File: config.mk
export PLATFORM = sky130hd
export DESIGN_NAME = crc_frame_engine
export DESIGN_NICKNAME = d
export VERILOG_FILES = /design/src/rtl/crc_frame_engine.sv
export SDC_FILE = /design/constraint.sdc
export NUM_CORES = 1
export LEC_CHECK = 0
export BUFFER_PORTS_ARGS = -buffer_cell sky130_fd_sc_hd__buf_2
export CORE_MARGIN = 2
export CORE_UTILIZATION = 45
export DETAILED_ROUTE_END_ITERATION = 10
export HOLD_SLACK_MARGIN = 0.05
export PLACE_DENSITY = 0.75
export SYNTH_ARGS = -nofsm -noshare
export SYNTH_HDL_FRONTEND = slang
export SYNTH_SLANG_ARGS = --single-unit
File: constraint.sdc
create_clock -name clk -period 2.7 [get_ports clk]
set_input_delay 0.54 -clock clk [delete_from_list [all_inputs] [get_ports clk]]
set_output_delay 0.54 -clock clk [all_outputs]
set_load 0.1 [all_outputs]
File: src/rtl/crc_frame_engine.sv
// Framed serial CRC engine: DATA_W-bit words in through valid/ready, CRC_W-bit Galois LFSR, CRC out serially and in parallel.
// Optional macro CRC_FINAL_XOR_EN inverts the final CRC on entry to OUT.
module crc_frame_engine #(
   parameter int unsigned      DATA_W = 8,
   parameter int unsigned      CRC_W  = 8,
   parameter logic [CRC_W-1:0] POLY   = 8'h44,
   parameter logic [CRC_W-1:0] SEED   = 8'hD8
) (
   input  logic              clk,
   input  logic              rst,
   input  logic              clr,
   input  logic              in_valid,
   input  logic [DATA_W-1:0] in_data,
   input  logic              in_last,
   output logic              in_ready,
   output logic              busy,
   output logic              crc_out,
   output logic              valid,
   output logic [CRC_W-1:0]  crc_value
);

   localparam logic [1:0] IDLE  = 2'd0;
   localparam logic [1:0] SHIFT = 2'd1;
   localparam logic [1:0] WAIT  = 2'd2;
   localparam logic [1:0] OUT   = 2'd3;

   localparam int BCNT_W = $clog2(DATA_W + 1);
   localparam int OCNT_W = $clog2(CRC_W + 1);
   localparam logic [BCNT_W-1:0] BCNT_LAST = BCNT_W'(DATA_W - 1);
   localparam logic [OCNT_W-1:0] OCNT_LAST = OCNT_W'(CRC_W - 1);

   logic [1:0]        state_q, state_d;
   logic [CRC_W-1:0]  lfsr_q, lfsr_d;
   logic [DATA_W-1:0] sh_q, sh_d;
   logic              last_q, last_d;
   logic [BCNT_W-1:0] bcnt_q, bcnt_d;
   logic [OCNT_W-1:0] ocnt_q, ocnt_d;
   logic [CRC_W-1:0]  crc_value_q, crc_value_d;
   logic              crc_out_q, crc_out_d;
   logic              valid_q, valid_d;
   logic [CRC_W-1:0]  lfsr_nx;
   logic [CRC_W-1:0]  fin_crc;

   function automatic logic [CRC_W-1:0] lfsr_step(input logic [CRC_W-1:0] l, input logic d);
      logic [CRC_W-1:0] n;
      logic             fb;
      fb = d ^ l[0];
      for (int i = 0; i < int'(CRC_W) - 1; i++) begin
         n[i] = l[i+1] ^ (POLY[i] & fb);
      end
      n[CRC_W-1] = fb;
      return n;
   endfunction

   function automatic logic [CRC_W-1:0] crc_final(input logic [CRC_W-1:0] c);
`ifdef CRC_FINAL_XOR_EN
      return ~c;
`else
      return c;
`endif
   endfunction

   assign lfsr_nx = lfsr_step(lfsr_q, sh_q[0]);
   assign fin_crc = crc_final(lfsr_nx);

   always_comb begin
      state_d     = state_q;
      lfsr_d      = lfsr_q;
      sh_d        = sh_q;
      last_d      = last_q;
      bcnt_d      = bcnt_q;
      ocnt_d      = ocnt_q;
      crc_value_d = crc_value_q;
      crc_out_d   = crc_out_q;
      valid_d     = valid_q;
      // clr outranks every transition, including an accept in the same cycle
      if (clr) begin
         state_d   = IDLE;
         lfsr_d    = SEED;
         valid_d   = 1'b0;
         crc_out_d = 1'b0;
         bcnt_d    = '0;
         ocnt_d    = '0;
      end else begin
         case (state_q)
            IDLE, WAIT: begin
               if (in_valid) begin
                  sh_d    = in_data;
                  last_d  = in_last;
                  bcnt_d  = '0;
                  state_d = SHIFT;
               end
            end
            SHIFT: begin
               lfsr_d = lfsr_nx;
               sh_d   = sh_q >> 1;
               bcnt_d = bcnt_q + 1'b1;
               if (bcnt_q == BCNT_LAST) begin
                  bcnt_d = '0;
                  if (last_q) begin
                     lfsr_d      = fin_crc;
                     crc_value_d = fin_crc;
                     crc_out_d   = fin_crc[0];
                     valid_d     = 1'b1;
                     ocnt_d      = '0;
                     state_d     = OUT;
                  end else begin
                     state_d = WAIT;
                  end
               end
            end
            OUT: begin
               if (ocnt_q == OCNT_LAST) begin
                  state_d   = IDLE;
                  lfsr_d    = SEED;
                  valid_d   = 1'b0;
                  crc_out_d = 1'b0;
                  ocnt_d    = '0;
               end else begin
                  // plain shift: bit 1 becomes the next serial bit
                  lfsr_d    = lfsr_q >> 1;
                  crc_out_d = lfsr_q[1];
                  ocnt_d    = ocnt_q + 1'b1;
               end
            end
            default: state_d = IDLE;
         endcase
      end
   end

   always_ff @(posedge clk or negedge rst) begin
      if (!rst) begin
         state_q     <= IDLE;
         lfsr_q      <= SEED;
         last_q      <= 1'b0;
         bcnt_q      <= '0;
         ocnt_q      <= '0;
         crc_value_q <= '0;
         crc_out_q   <= 1'b0;
         valid_q     <= 1'b0;
      end else begin
         state_q     <= state_d;
         lfsr_q      <= lfsr_d;
         last_q      <= last_d;
         bcnt_q      <= bcnt_d;
         ocnt_q      <= ocnt_d;
         crc_value_q <= crc_value_d;
         crc_out_q   <= crc_out_d;
         valid_q     <= valid_d;
      end
   end

   // data shift register carries no reset; it is loaded on every accept
   always_ff @(posedge clk) begin
      sh_q <= sh_d;
   end

   assign in_ready  = (state_q == IDLE) || (state_q == WAIT);
   assign busy      = (state_q != IDLE);
   assign crc_out   = crc_out_q;
   assign valid     = valid_q;
   assign crc_value = crc_value_q;

endmodule

# --- After elaboration in Yosys (flattened, before gate mapping) ---
# Index checks and enable logic that the tools add are counted.
totals:
  register_bits: 37
  output_inout_bits: 12
  word_cells: 69
op_classes:
  add_sub_neg: 2
  n_eq_ne: 10
  n_mux: 30
  bitwise: 4
  reduce_logical: 14
ops:
  columns: ["op", "n"]
  rows:
  - ["one-hot mux 8 bit (2 select lines)", 2]
  - ["2-to-1 mux 4 bit", 7]
  - ["2-to-1 mux 8 bit", 3]
  - ["one-hot mux 4 bit (2 select lines)", 2]
  - ["inequality test 3 bit, second input constant", 4]
  - ["AND reduction 3 bit", 4]
  - ["2-to-1 mux 1 bit", 9]
  - ["adder 4 x 1 -> 4 bit, second input constant", 2]
  - ["equality test 4 x 3 -> 1 bit, second input constant", 2]
  - ["2-to-1 mux 2 bit", 4]
  - ["AND reduction 4 bit", 2]
  - ["one-hot mux 2 bit (3 select lines)", 1]
  - ["nonzero test 3 bit", 2]
  - ["equality test 2 bit, second input constant", 2]
  - ["one-hot mux 1 bit (2 select lines)", 2]
  - ["nonzero test 2 bit", 2]
  - ["bitwise XOR 1 bit", 3]
  - ["equality test 2 x 1 -> 1 bit, second input constant", 1]
  - ["zero test 2 bit", 1]
  - ["inequality test 2 bit, second input constant", 1]
  - ["AND reduction 2 bit", 1]
  - ["OR reduction 2 bit", 1]
  - ["logical OR 1 bit", 1]
  - ["NOT 1 bit", 1]

# --- Longest topological paths before layout ---
# Gate-level depths: netlist of the first run.
depth:
  depth_word: 4
  depth_mapped: 6
  mapped_depth_nobuf: 5

# --- Worst setup path after synthesis of the first run ---
# No wires, ideal clock.
synth_timing:
  kind: "reg2reg"
  from: "reg state_q[0]"
  to: "reg lfsr_q[6]"
  arrival_ns: 1.951
  required_time_ns: 2.616
  path_slack_ns: 0.665
  path_stages_with_launch: 6
  n_path_buf: 1
  period_less_slack_ns: 2.035
  cell_sequence: "dfrtp_1 buf_4 clkinv_1 a21oi_2 a31oi_1 or2_2"
synth_between:
  elab_chain_cells: 3
  word_cells_on_any_way: 5
  classes_between: "eq/ne (2); mux (2); reduce/logical (1)"
synth_rtl:
  columns: ["item", "line", "source"]
  rows:
  - ["start, declared", "32", "logic [1:0] state_q, state_d;"]
  - ["start signal, assigned", "142", "state_q <= state_d;"]
  - ["equality test 2 bit / equality test 2 x 1 -> 1 bit (equally long branches)", "85", "case (state_q)"]
  - ["one-hot mux 8 bit (2 select lines)", "85", null]
  - ["2-to-1 mux 8 bit", "77", "if (clr) begin"]
  - ["end signal, assigned", "143", "lfsr_q <= lfsr_d;"]
  - ["end, declared", "33", "logic [CRC_W-1:0] lfsr_q, lfsr_d;"]
# Several ways; a longest one is shown, not always the timed one.
# A chain may end at the register's enable or synchronous reset.

# --- Final worst setup path of the first run ---
layout_timing:
  from: "reg state_q[0]"
  to: "out in_ready"
layout_between:
  elab_chain_cells: 2
  word_cells_on_any_way: 3
  classes_between: "eq/ne (1); reduce/logical (2)"
layout_rtl:
  columns: ["item", "line", "source"]
  rows:
  - ["equality test 2 bit / zero test 2 bit (equally long branches)", "158", "assign in_ready = (state_q == IDLE) || (state_q == WAIT);"]
  - ["logical OR 1 bit *", "158", null]
  - ["end, declared", "15", "output logic in_ready,"]
# Mark *: on every way between the ends. The rest lies on a longest branch, timed or not.

==> results of run 1 <==
## worst reg2reg max path, cell delays in order (launching register included)
cell,delay (ns)
dfrtp_1,0.68
nor2b_1,0.24
a21oi_1,0.09
nor2_1,0.52
## cells in the final DEF (no fill, tap or decap), drive strengths merged, types with 3 or more instances in the layout
cell type / synthesis / routed
nor3: 3 / 3
nand2b: 4 / 4
xnor2: 4 / 4
dfstp: 4 / 4
clkbuf: 3 / 6
nor2: 15 / 15
dfrtp: 25 / 25
edfxtp: 8 / 8
or2: 4 / 4
nand2: 12 / 12
buf: 5 / 25
a22oi: 7 / 7
o21ai: 8 / 8
mux2: 13 / 13
a21oi: 9 / 9
nor2b: 3 / 3
## through the flow
stage	hold WS (ns)	worst slack [ns]	total power, uW	cells	util (%)
2_1_floorplan	0.244	0.665	711	154	-
3_3_place_gp	0.463	0.832	743	219	50.9
3_5_place_dp	0.470	0.805	747	219	50.9
4_1_cts	0.282	0.470	1210	227	53.9
5_1_grt	0.319	0.291	1240	227	53.9
6_report	0.273	0.436	1190	227	53.9
## sequential cells by signal, summed over array words and instances, names as in the netlist
signal and cells:
crc_value 8, lfsr_q 8, sh_q 8, bcnt_q 4
ocnt_q 4, state_q 2, crc_out 1, last_q 1
valid 1
## cell type report
type / count / area (um^2)
clock buffers: 6 / 72.6
clock inverters: 2 / 35.0
fillers: 340 / 1700
inverters: 1 / 3.75
multi-input cells: 108 / 717
flip-flops and latches: 37 / 971
well taps: 48 / 60.1
repair buffers: 25 / 128
## cell families (layout without fill, tap and decap cells)
logic type,after synthesis,in the layout
simple gates,53,53
buf+inv,9,34
flops,37,37
mux,14,14
compound gates,34,34
xor+xnor,5,5
fa+ha+maj,2,2
## where the power goes
| group | internal [uW] | switching (uW) | leakage (uW) |
|---|---|---|---|
| logic | 42.5 | 74.3 | 0.000366 |
| clock network | 274 | 183 | 0.0000552 |
| registers | 599 | 20.1 | 0.000460 |
## layer usage
layer / share of wire (%) / track usage, % / wire length (um) / vias up
met5: 0 / 0 / 0 / -
met4: 1.2 / 7.91 / 39 / 0
li1: - / - / - / 597
met3: 4.7 / 3.58 / 155 / 5
met2: 49 / 28.3 / 1620 / 39
met1: 45 / 22.4 / 1500 / 610
## path summary, 6_finish.rpt
kind	startpoint	to	slack [ns]	cells after the start
setup / recovery	state_q[0]	in_ready	0.44	2
hold / removal	rst	crc_out	0.27	1
setup reg to reg	state_q[0]	sh_q[6]	0.80	3
hold reg to reg	crc_value[2]	crc_value[2]	0.48	2
max in group asynchronous	rst	bcnt_q[2]	2.01	1
min in group clk	crc_value[2]	crc_value[2]	0.48	2
==> flow_summary.ini, run 1 <==
[timing]
setup_viol = 0
slew_viol_final = 0
slew-limit-headroom_pct = 56.8
fin_crit_ns = 2.26
rsz0062_at_grt = no
worstMarginPinSlew_ns = 0.646
finalCritPeriodShare_pct = 83.8
tns_ns = 0
max_freq_ghz = 0.442
clock_skew_ns = 0.00671
finalHoldViolCount = 0

[clock_tree]
h-tree-depth = 2
clk_latency_ns = 0.28
cts_resized = 0
postCtsSetupRepairBufs = 0
cts_num_sinks = 37
numCtsBuffers = 5
hold_buffers = 0
cts_root_buf = clkbuf_8
cts.clk_slew.worst_paths_ns = 0.07
cts_buffer_depth = 2
cts_tree = yes

[detailed_routing]
drc = 0
drtAntennaViolNets = 0
post_drt_wl_per_cell_um = 14.6
viasPerCell = 5.51
first_iter_violations = 135
vias = 1251
dr.pass1.iters = 4
routed_wirelength_um = 3320

[logic_synthesis]
postSynthCellCount = 154
seq_area_frac_synth_pct = 56.2
synthAdderAreaFrac_pct = 1.45
synth_edf_count = 8
yosys.area.top_type_share_pct = 36.2
async_flop_share_pct = 78.4
synth-xor-area-share_pct = 2.53
syn_nets = 169
synth_area_mm2 = 0.00173
synth_most_common_cell = dfrtp_1
synth_compound_area_share_pct = 12.5
synth_simple_gate_area_share_pct = 15.9
synth_top_area_cell = dfrtp_1
ys_seq_elements = 37
synthTopCellsByArea = dfrtp_1, edfxtp_1, mux2_2
synthTopCellsByCount = dfrtp_1, nor2_1, mux2_2
synth_top_family_by_area = simple AND/OR/NAND/NOR gates
synth_ff_type = dfrtp_1
yosysWarnings = 0
synth_area_per_cell_um2 = 11.2
synthDistinctLibCells = 41
synth.area.mux_share_pct = 9.04

[power_and_ir_drop]
leakage_uw = 0.000882
power.density_mw_per_mm2 = 601
ir_drop_v = 0.000347

[job]
maxCapViolCount = 0

[critical_path]
cp_max_fo = 19
start_kind = register
arrival_ns = 1.72
path_delay_family = buffers and inverters
crit_type = register to output pin
cp.required_ns = 2.16
end_kind = output pin
path_cells = clkinv_1, buf_2
crit_buf_inv = 2
critPathMaxStageDelay_ns = 0.68
crit_slowest_cell = dfrtp_1

[grt]
grt_max_degree = 30
gr-total-overflow = 0
first_global_vias = 1232
grt_usage_pct = 17.4
grt_pass1_wl_um = 5650
antenna_found_initial = 0

[floorplan]
fp.coreArea_mm2 = 0.00369
start_util_pct = 46.9
die_h_um = 66.0
rows = 22
io_pins = 25
fp.dieW_um = 66.0
die-area_mm2 = 0.00435

[finish]
nNetsFinal = 193
antenna_cells = 0
final_area_mm2 = 0.00199
area_growth_pct = 14.9
drive_gt1_share_pct = 30.7

[placement]
gp_congestion = 0.893
hpwl_um = 2350
portBuffers = 24
placed_area_mm2 = 0.00188

[status]
status = finished, final reports clean

[worst_hold_path]
worstHoldPathType = primary input to async pin
Power figures use the tool's default switching activity.
==> run 2: changes to the inputs <==
--- a/config.mk
+++ b/config.mk
@@ -10,7 +10,7 @@
 export CORE_UTILIZATION = 45
 export DETAILED_ROUTE_END_ITERATION = 10
 export HOLD_SLACK_MARGIN = 0.05
-export PLACE_DENSITY = 0.75
+export PLACE_DENSITY = 0.78
 export SYNTH_ARGS = -nofsm -noshare
 export SYNTH_HDL_FRONTEND = slang
 export SYNTH_SLANG_ARGS = --single-unit
==> constraint.sdc (replaced) <==
create_clock -name clk -period 1.86 [get_ports clk]
set_input_delay 0.372 -clock clk [delete_from_list [all_inputs] [get_ports clk]]
set_output_delay 0.372 -clock clk [all_outputs]
set_load 0.1 [all_outputs]
==> flow_summary.ini, run 2 (synthesis results as in run 1) <==
[detailed_routing]
routed_wirelength_um = 3410
dr.pass1.iters = 4
drc = 0
viasPerCell = 5.55
vias = 1288
drtAntennaViolNets = 0
post_drt_wl_per_cell_um = 14.7
first_iter_violations = 115

[timing]
max_freq_ghz = 0.547
clock_skew_ns = 0.00612
rsz0062_at_grt = no
setup_viol = 0
setup_ws_ns = 0.0325
tns_ns = 0
finalHoldViolCount = 0
worstMarginPinSlew_ns = 0.637
slew_viol_final = 0
fin_crit_ns = 1.83
slew-limit-headroom_pct = 57.3
finalCritPeriodShare_pct = 98.3

[finish]
final_common_cell = dfrtp_1
area_growth_pct = 18.8
nNetsFinal = 198
fillerInstances = 333
final_area_mm2 = 0.00205
most-common-layout-cells = dfrtp_1, buf_2, nor2_1
antenna_cells = 0
drive_gt1_share_pct = 32.6

[floorplan]
fp.dieW_um = 66.0
rows = 22
die-area_mm2 = 0.00435
io_pins = 25
fp.coreArea_mm2 = 0.00369
start_util_pct = 46.9
die_h_um = 66.0

[critical_path]
crit_buf_inv = 2
critPathLaunch = state_q[1]
crit_end = busy
start_kind = register
critPathMaxStageDelay_ns = 0.46
cp.required_ns = 1.49
cp_max_fo = 10
timing.rr.end = crc_value[4]
crit_type = register to output pin
worst-path-stages = 3
arrival_ns = 1.46
path_delay_family = flip-flops
reg2reg_depth = 4
path_cells = buf_4, or2_2, buf_12
end_kind = output pin
r2r_start = bcnt_q[0]
crit_slowest_cell = dfrtp_1
r2r_slack_ns = 0.14

[placement]
hpwl_um = 2470
gp_congestion = 0.897
placed_area_mm2 = 0.00195
pre_cts_ws_ns = 0.159
portBuffers = 24

[grt]
antenna_found_initial = 0
grt_pass1_wl_um = 5740
gr-total-overflow = 0
first_global_vias = 1219
grt_max_degree = 30
grt_usage_pct = 17.7

[job]
maxCapViolCount = 0

[clock_tree]
hold_buffers = 0
numCtsBuffers = 5
cts.clk_slew.worst_paths_ns = 0.07
h-tree-depth = 2
cts_tree = yes
cts_resized = 0
cts_root_buf = clkbuf_8
cts_buffer_depth = 2
cts_num_sinks = 37
postCtsSetupRepairBufs = 0
clk_latency_ns = 0.29

[power_and_ir_drop]
switchingPower_uw = 422
pwr-share-seq_pct = 50.7
pwr-share-comb_pct = 11.1
ir_drop_v = 0.000494
switching_share_pct = 23.9
leakage_uw = 0.000917
p_clk_share_pct = 38.2
power.density_mw_per_mm2 = 860
p_int_uw = 1340

[status]
status = finished, final reports clean

[worst_hold_path]
worstHoldPathType = primary input to async pin
==> run 2: cell type report <==
cell class                      instances  area, um^2  area share [%]
Sequential cell                        37         971            47.3
Multi-Input combinational cell        108         717            34.9
Timing Repair Buffer                   30         195            9.50
Clock buffer                            6        72.6            3.53
Tap cell                               48        60.1            2.92
Clock inverter                          2        33.8            1.64
Inverter                                1        5.00           0.244
==> run 2: power by group through the flow <==
stage	clock network [uW]	registers [uW]	logic, uW
floorplan	0	915	117
detailed placement	0	910	198
finish	675	895	196
global route	705	900	214
CTS	683	895	198
global placement	0	908	191
==> run 2: worst min-delay path by stage <==
stage                     depth (start not counted)  slack (ns)  start   endpoint
after floorplan                                   0        0.08    rst  bcnt_q[0]
after global placement                            1        0.42    rst    crc_out
after detailed placement                          1        0.43    rst  ocnt_q[1]
after CTS                                         1        0.12    rst  ocnt_q[1]
after global routing                              1        0.15    rst  ocnt_q[1]
final                                             1        0.09    rst  lfsr_q[5]
==> run 2: layer usage <==
layer | vias up | GRT usage, % | share of wire, %
met5 | - | 0 | 0
li1 | 608 | - | -
met2 | 33 | 27.1 | 48
met1 | 640 | 23.2 | 45
met4 | 0 | 7.65 | 1.8
met3 | 7 | 5.45 | 5.5
==> run 2: per-stage QoR <==
stage | cells | hold slack [ns] | total power, uW | util (%)
after floorplan | 154 | 0.0764 | 1030 | -
after global placement | 224 | 0.421 | 1100 | 52.8
after detailed placement | 224 | 0.430 | 1110 | 52.8
after CTS | 232 | 0.116 | 1780 | 55.7
after global routing | 232 | 0.149 | 1820 | 55.7
final | 232 | 0.0925 | 1770 | 55.7
==> run 3: changes to the inputs <==
--- a/config.mk
+++ b/config.mk
@@ -10,7 +10,7 @@
 export CORE_UTILIZATION = 45
 export DETAILED_ROUTE_END_ITERATION = 10
 export HOLD_SLACK_MARGIN = 0.05
-export PLACE_DENSITY = 0.78
+export PLACE_DENSITY = 0.75
 export SYNTH_ARGS = -nofsm -noshare
 export SYNTH_HDL_FRONTEND = slang
 export SYNTH_SLANG_ARGS = --single-unit
==> constraint.sdc (replaced) <==
create_clock -name clk -period 2.31 [get_ports clk]
set_input_delay 0.462 -clock clk [delete_from_list [all_inputs] [get_ports clk]]
set_output_delay 0.462 -clock clk [all_outputs]
set_load 0.1 [all_outputs]
==> flow_summary.ini, run 3 (synthesis results as in run 1) <==
[status]
status = finished, final reports clean

[clock_tree]
cts_root_buf = clkbuf_8
cts_resized = 0
cts.clk_slew.worst_paths_ns = 0.07
hold_buffers = 0
postCtsSetupRepairBufs = 0
cts_tree = yes
cts_num_sinks = 37
clk_latency_ns = 0.28
numCtsBuffers = 5
h-tree-depth = 2
cts_buffer_depth = 2

[critical_path]
cp_max_fo = 15
start_kind = register
crit_end = busy
arrival_ns = 1.56
critPathLaunch = state_q[1]
crit_type = register to output pin
cp.required_ns = 1.85
reg2reg_depth = 4
end_kind = output pin
timing.rr.end = crc_value[5]
r2r_start = bcnt_q[0]
r2r_slack_ns = 0.55

[grt]
first_global_vias = 1230
grt_pass1_wl_um = 5530
grt_usage_pct = 16.8
antenna_found_initial = 0
gr-total-overflow = 0
grt_max_degree = 30

[timing]
max_freq_ghz = 0.496
fin_crit_ns = 2.02
clock_skew_ns = 0.00273
rsz0062_at_grt = no
finalHoldViolCount = 0
finalCritPeriodShare_pct = 87.3
slew_viol_final = 0
setup_viol = 0
tns_ns = 0
slew-limit-headroom_pct = 58.1
worstMarginPinSlew_ns = 0.629

[finish]
fillerInstances = 328
nNetsFinal = 195
final_common_cell = dfrtp_1
area_growth_pct = 15.7
multi_input_area_um2 = 717
antenna_cells = 0
fin_util_pct = 54.2
drive_gt1_share_pct = 30.9
most-common-layout-cells = dfrtp_1, buf_2, nor2_1
seq_area_um2 = 971

[detailed_routing]
post_drt_wl_per_cell_um = 14.2
viasPerCell = 5.47
drc = 0
wl_met2_um = 1650
dr.pass1.iters = 5
vias = 1253
met3_length_um = 181
met1_length_um = 1400
maxUsedRoutingLayer = met4
drtAntennaViolNets = 0
first_iter_violations = 117
routed_wirelength_um = 3250

[floorplan]
io_pins = 25
rows = 22
die_h_um = 66.0
fp.coreArea_mm2 = 0.00369
start_util_pct = 46.9
die-area_mm2 = 0.00435
fp.dieW_um = 66.0

[power_and_ir_drop]
leakage_uw = 0.000889
power.density_mw_per_mm2 = 694
ir_drop_v = 0.000473

[worst_hold_path]
worstHoldPathType = primary input to async pin

[placement]
gp_congestion = 0.894
hpwl_um = 2350
portBuffers = 24

[job]
maxCapViolCount = 0
## run 3: routing by layer
| layer | up-vias | global-route usage (%) |
|---|---|---|
| li1 | 606 | - |
| met3 | 3 | 3.58 |
| met1 | 601 | 21.0 |
| met4 | 0 | 6.89 |
| met2 | 43 | 28.4 |
| met5 | - | 0 |
## run 3: worst min path at each step
stage | slack [ns] | from | cells after the start | to
after CTS | 0.21 | rst | 1 | crc_value[3]
after global placement | 0.46 | crc_value[2] | 2 | crc_value[2]
final | 0.20 | rst | 1 | ocnt_q[0]
after floorplan | 0.17 | rst | 0 | bcnt_q[0]
after global routing | 0.25 | rst | 1 | crc_out
after detailed placement | 0.47 | crc_value[2] | 2 | crc_value[2]
## run 3: worst max-delay path, cell delays in order, from the launching register on
cell     delay, ns
dfrtp_1       0.65
or2_2         0.20
buf_2         0.42
## run 3: layout make-up
| cell class | instances | area share, % |
|---|---|---|
| clock inverter | 2 | 1.69 |
| sequential | 37 | 48.5 |
| timing repair buffer | 27 | 7.13 |
| clock buffer | 6 | 3.63 |
| multi-input combinational | 108 | 35.8 |
| tap | 48 | 3.00 |
| inverter | 1 | 0.188 |
## run 3: report_power, final
group	internal (uW)	switching, uW
Combinational	52.7	88.4
Sequential	701	21.5
Clock	318	207
Total	1070	317
## run 3: through the flow
stage	instances	worst slack (ns)	total power (uW)	area (um^2)	hold slack, ns
6_report	229	0.292	1390	2000	0.196
5_1_grt	229	0.192	1450	2000	0.249
4_1_cts	229	0.312	1410	2000	0.209
3_5_place_dp	221	0.512	878	1890	0.470
3_3_place_gp	221	0.568	872	1890	0.463
2_1_floorplan	154	0.275	831	1730	0.166
